[src/rtl/wishbone2ram_lat_bridge.sv]
// Wishbone classic slave to synchronous-RAM master bridge with configurable read latency,
// an address window that answers with err, registered one-cycle acks and abort handling.
module wishbone2ram_lat_bridge #(
  parameter int                    ADDR_WIDTH = 32,
  parameter int                    DATA_WIDTH = 32,
  parameter int                    SEL_WIDTH  = DATA_WIDTH / 8,
  parameter int                    RD_LAT     = 1,
  parameter logic [ADDR_WIDTH-1:0] BASE_ADDR  = '0,
  parameter int                    SIZE_LOG2  = 16
) (
  input  logic                  clk,
  input  logic                  rst_n,
  input  logic                  wishbone_cyc_i,
  input  logic                  wishbone_stb_i,
  input  logic                  wishbone_we_i,
  input  logic [ADDR_WIDTH-1:0] wishbone_addr_i,
  input  logic [DATA_WIDTH-1:0] wishbone_data_i,
  input  logic [SEL_WIDTH-1:0]  wishbone_sel_i,
  output logic [DATA_WIDTH-1:0] wishbone_data_o,
  output logic                  wishbone_ack_o,
  output logic                  wishbone_err_o,
  output logic                  ram_ce_o,
  output logic                  ram_we_o,
  output logic [ADDR_WIDTH-1:0] ram_addr_o,
  output logic [DATA_WIDTH-1:0] ram_data_o,
  output logic [SEL_WIDTH-1:0]  ram_sel_o,
  input  logic [DATA_WIDTH-1:0] ram_data_i
);

  typedef enum logic [1:0] {IDLE, ACCESS, RD_WAIT, RESP} state_t;

  localparam logic [2:0] LAT_INIT = 3'(RD_LAT - 1);

  state_t                state, state_nx;
  logic [2:0]            cnt, cnt_nx;
  logic                  ce_nx, we_nx, ack_nx, err_nx;
  logic [ADDR_WIDTH-1:0] addr_nx;
  logic [DATA_WIDTH-1:0] data_nx, rdata_nx;
  logic [SEL_WIDTH-1:0]  sel_nx;
  logic [ADDR_WIDTH-1:0] offset;
  logic                  in_window;

  // A base-aligned window means any address outside it leaves high offset bits set.
  assign offset    = wishbone_addr_i - BASE_ADDR;
  assign in_window = ((offset >> SIZE_LOG2) == '0);

  always_ff @(posedge clk or negedge rst_n) begin
    if (!rst_n) begin
      state           <= IDLE;
      cnt             <= '0;
      ram_ce_o        <= 1'b0;
      ram_we_o        <= 1'b0;
      ram_addr_o      <= '0;
      ram_data_o      <= '0;
      ram_sel_o       <= '0;
      wishbone_data_o <= '0;
      wishbone_ack_o  <= 1'b0;
      wishbone_err_o  <= 1'b0;
    end else begin
      state           <= state_nx;
      cnt             <= cnt_nx;
      ram_ce_o        <= ce_nx;
      ram_we_o        <= we_nx;
      ram_addr_o      <= addr_nx;
      ram_data_o      <= data_nx;
      ram_sel_o       <= sel_nx;
      wishbone_data_o <= rdata_nx;
      wishbone_ack_o  <= ack_nx;
      wishbone_err_o  <= err_nx;
    end
  end

  always_comb begin
    state_nx = state;
    cnt_nx   = cnt;
    ce_nx    = 1'b0;
    we_nx    = 1'b0;
    addr_nx  = ram_addr_o;
    data_nx  = ram_data_o;
    sel_nx   = ram_sel_o;
    rdata_nx = wishbone_data_o;
    ack_nx   = 1'b0;
    err_nx   = 1'b0;
    case (state)
      IDLE: begin
        if (wishbone_cyc_i && wishbone_stb_i) begin
          if (in_window && (wishbone_sel_i != '0)) begin
            ce_nx    = 1'b1;
            we_nx    = wishbone_we_i;
            addr_nx  = offset;
            data_nx  = wishbone_data_i;
            sel_nx   = wishbone_sel_i;
            state_nx = ACCESS;
          end else begin
            err_nx   = 1'b1;
            state_nx = RESP;
          end
        end
      end
      // ram_we_o still carries the direction of the access issued on the previous edge.
      ACCESS: begin
        if (ram_we_o) begin
          ack_nx   = wishbone_cyc_i;
          state_nx = RESP;
        end else begin
          cnt_nx   = LAT_INIT;
          state_nx = RD_WAIT;
        end
      end
      RD_WAIT: begin
        if (cnt == 3'd0) begin
          rdata_nx = ram_data_i;
          ack_nx   = wishbone_cyc_i;
          state_nx = RESP;
        end else begin
          cnt_nx = cnt - 3'd1;
        end
      end
      // The master still holds stb on the edge where it samples ack, so ignore it here.
      RESP: state_nx = IDLE;
      default: state_nx = IDLE;
    endcase
  end

endmodule

[config.mk]
export PLATFORM = sky130hd
export DESIGN_NAME = wishbone2ram_lat_bridge
export DESIGN_NICKNAME = d
export VERILOG_FILES = /design/src/rtl/wishbone2ram_lat_bridge.sv
export SDC_FILE = /design/constraint.sdc
export NUM_CORES = 1
export LEC_CHECK = 0
export ABC_AREA = 1
export BUFFER_PORTS_ARGS = -buffer_cell sky130_fd_sc_hd__buf_2
export CAP_MARGIN = 10
export CORE_UTILIZATION = 50
export CTS_BUF_LIST = sky130_fd_sc_hd__clkbuf_4 sky130_fd_sc_hd__clkbuf_8
export CTS_CLUSTER_DIAMETER = 120
export DETAILED_ROUTE_END_ITERATION = 10
export PLACE_DENSITY_LB_ADDON = 0.12
export SYNTH_ARGS = -nofsm -noshare
export SYNTH_HDL_FRONTEND = slang
export SYNTH_SLANG_ARGS = --single-unit
[constraint.sdc]
create_clock -name clk -period 3.9 [get_ports clk]
set_input_delay 0.585 -clock clk [delete_from_list [all_inputs] [get_ports clk]]
set_output_delay 0.585 -clock clk [all_outputs]
set_load 0.02 [all_outputs]
==> key figures <==
Placed design
  • Placed wire-length estimate: 7350 µm
  • Port Buffers: 208
  • GP Congestion: 0.769

Synthesis
  • Post-synth EDFFs: 0
  • Area share of the largest cell type after synthesis: 61.6%
  • Mapped Cells: 494
  • Main combinational cell family by area after synthesis: simple AND/OR/NAND/NOR gates
  • Compound-Gate Fraction of Synth Area: 1.41%
  • Synth Flop Type: dfrtp_1
  • Post-synthesis xor/xnor area fraction: 0%
  • Post-synth top area cell: dfrtp_1
  • Yosys warnings: 0
  • Yosys reg bits: 109
  • Yosys cell types: 23
  • Synth Area in Simple Gates: 29.4%
  • Adder-cell share of the synthesized area: 1.41%
  • Syn Std Cell Area: 0.00443 mm²
  • Post-synthesis sequential area ratio: 61.6%
  • Syn Area/Cell: 8.97 µm²
  • Syn_nets: 604
  • Synth top area cells: dfrtp_1 62%, nand2_1 18%, nand3_1 5.9%
  • Post-synthesis mux area share: 0%
  • Async SR Flop Fraction: 100%

STA
  • Final min period: 2.16 ns
  • Worst Max-Slew Pin Slew: 1.10 ns
  • Clock Skew: 0.0165 ns
  • Endpoints failing hold: 0
  • Slew headroom: 26.2%
  • RSZ-0062 raised after global routing: no
  • Setup TNS: 0 ns
  • Final setup vio count: 0
  • FMAX: 463 MHz
  • Final Max Tran Viols: 0
  • Final worst path period share: 55.3%

Worst setup path
  • Most used cell, CP: nand2_1
  • CP peak stage delay: 0.50 ns
  • Required @ worst endpoint: 4.15 ns
  • Crit end category: flip-flop
  • Crit-path cells: inv_1, ha_1, inv_2, nor2_4, nand4_4, buf_4, nand2_1, nand2_1
  • R2r worst-path depth: 8
  • Crit path max-delay cell type: nand4_4
  • Reg2Reg Setup Slack: 1.74 ns
  • Worst Setup SP: state[0]
  • R2R Path Start: state[0]
  • Max FO, Critical Path: 40
  • WS Path Type: reg -> reg
  • CP Launch Type: flip-flop
  • Worst path buffer plus inverter count: 3
  • Crit-path leading delay family: simple AND/OR/NAND/NOR gates
  • Critical Path AT: 2.41 ns
  • Worst r2r dst: ram_addr_o[2]

Route
  • First-pass DRT Iterations: 4
  • Final WL: 10,300 µm
  • DRC: 0
  • Vias/cell: 4.81
  • Drt wl/cell: 12.7 µm
  • Final antenna-violating net count: 0
  • Iter 0 DRT Violations: 100
  • Vias post-DR: 3,876

Clock tree
  • H-tree Lvls: 3
  • Setup bufs post-CTS: 0
  • Clock buffers created by TritonCTS: 9
  • Clock insertion delay at the later pin of the skew report: 0.36 ns
  • TritonCTS clock tree: done
  • CTS Root Buffer Type: clkbuf_8
  • Cts repair resizes: 0
  • Total clock sinks: 109
  • Worst-path clk slew: 0.11 ns
  • Max Buffers Root-to-Sink: 2
  • Cts hold-fix bufs: 0

Finish
  • Final-layout fill cell count: 715
  • Final #Nets: 806
  • Layout cell share with drive strength beyond 1: 34.8%
  • Syn-to-layout area delta: 29.0%
  • Diodes inserted: 0

Power
  • P_leak: 3.50 nW
  • Peak supply drop: 270 µV
  • PD cells: 550 mW/mm²
  • Total chip power: 0.00315 W

Floorplan
  • Cell Rows: 33
  • Die Y: 96.1 µm
  • Area of the die: 0.00924 mm²
  • Starting Density: 52.8%
  • Core ar.: 0.00838 mm²
  • Io pins: 209
  • Die Width: 96.1 µm

GRT
  • Vias in the first global route: 3,649
  • First-pass GRT wire length: 16,100 µm
  • Initial antenna violation count: 0
  • Pin count of the biggest net entering global routing: 55
  • GRT Total Usage: 22.9%
  • Remaining Overflow, GRT: 0

Job
  • Max-cap violations: 0

Hold path
  • Hold crit path type: in -> async

Outcome
  • Status: completed
## where the power goes
group	internal [W]	switching, W
combinational	0.000328	0.000686
clock	0.000328	0.000390
sequential	0.00132	0.0000924
total	0.00198	0.00117
## layout make-up
type / count / area (µm²) / area share (%)
flip-flops and latches: 109 / 2730 / 47.7
well taps: 105 / 131 / 2.30
repair buffers: 213 / 1080 / 18.9
inverters: 34 / 128 / 2.23
clock buffers: 10 / 138 / 2.41
multi-input cells: 329 / 1430 / 25.1
clock inverters: 6 / 76.3 / 1.34
## synth_stat cells, types with 2 or more instances
cell      instances
nor2_2            2
o21ai_0           6
clkbuf_1          3
nand2_1         216
or2_2             3
nor2_4            2
inv_1            30
nor2_1           33
buf_2            12
ha_1              5
buf_6             6
inv_2             4
dfrtp_1         109
nand3_1          52
a21oi_1           3
## through the flow
stage,instance area (µm²),cells,setup WS (ns),hold WS [ns],utilization (%)
6_report,5720,806,1.74,0.247,68.2
5_1_grt,5720,806,1.52,0.276,68.2
4_1_cts,5720,806,1.72,0.270,68.2
3_5_place_dp,5500,790,1.46,0.453,65.6
3_3_place_gp,5500,790,1.57,0.448,65.6
2_1_floorplan,4430,494,2.37,0.289,-
## worst reg2reg max path, cell delays in order, from the launching register on
cell and delay (ns):
dfrtp_1 0.40, inv_1 0.12, ha_1 0.27, inv_2 0.07
nor2_4 0.13, nand4_4 0.50, buf_4 0.43, nand2_1 0.08
nand2_1 0.05
## per-layer routing
metal / share of wire (%) / GRT usage (%)
met3: 9.4 / 7.11
met1: 42 / 27.3
met4: 1.7 / 9.58
met5: 0 / 0
met2: 47 / 38.3
## sequential cells by signal, summed over array words and instances (netlist names)
signal / cells
wishbone_err_o: 1
ram_ce_o: 1
cnt: 3
state: 2
wishbone_data_o: 32
ram_addr_o: 32
wishbone_ack_o: 1
ram_sel_o: 4
ram_we_o: 1
ram_data_o: 32
## cells by family (layout without fill, tap and decap cells)
family / after synthesis / count (layout)
AOI/OAI and AO/OA: 11 / 11
adders and majority gates: 5 / 5
DFF: 109 / 109
buffers and inverters: 56 / 263
and+or+nand+nor: 313 / 313
## placed cells by master (no fill, tap or decap), drive strengths merged
| cell | instances |
|---|---|
| nand3 | 53 |
| a21oi | 3 |
| o2111a | 1 |
| o21ai | 6 |
| nand4 | 2 |
| clkbuf | 10 |
| nand2 | 217 |
| or2 | 3 |
| clkinv | 1 |
| o22ai | 1 |
| nor3 | 1 |
| nor2 | 37 |
| bufinv | 1 |
| ha | 5 |
| dfrtp | 109 |
| inv | 38 |
| buf | 213 |
## worst max-delay path by stage
stage / endpoint / slack [ns] / cells past startpoint
final: ram_addr_o[2] / 1.74 / 8
after global routing: ram_addr_o[20] / 1.52 / 7
after CTS: ram_data_o[27] / 1.72 / 8
after detailed placement: ram_data_o[22] / 1.46 / 8
after global placement: ram_sel_o[2] / 1.57 / 8
after floorplan: ram_data_o[0] / 2.37 / 8
Power figures use the tool's default switching activity.
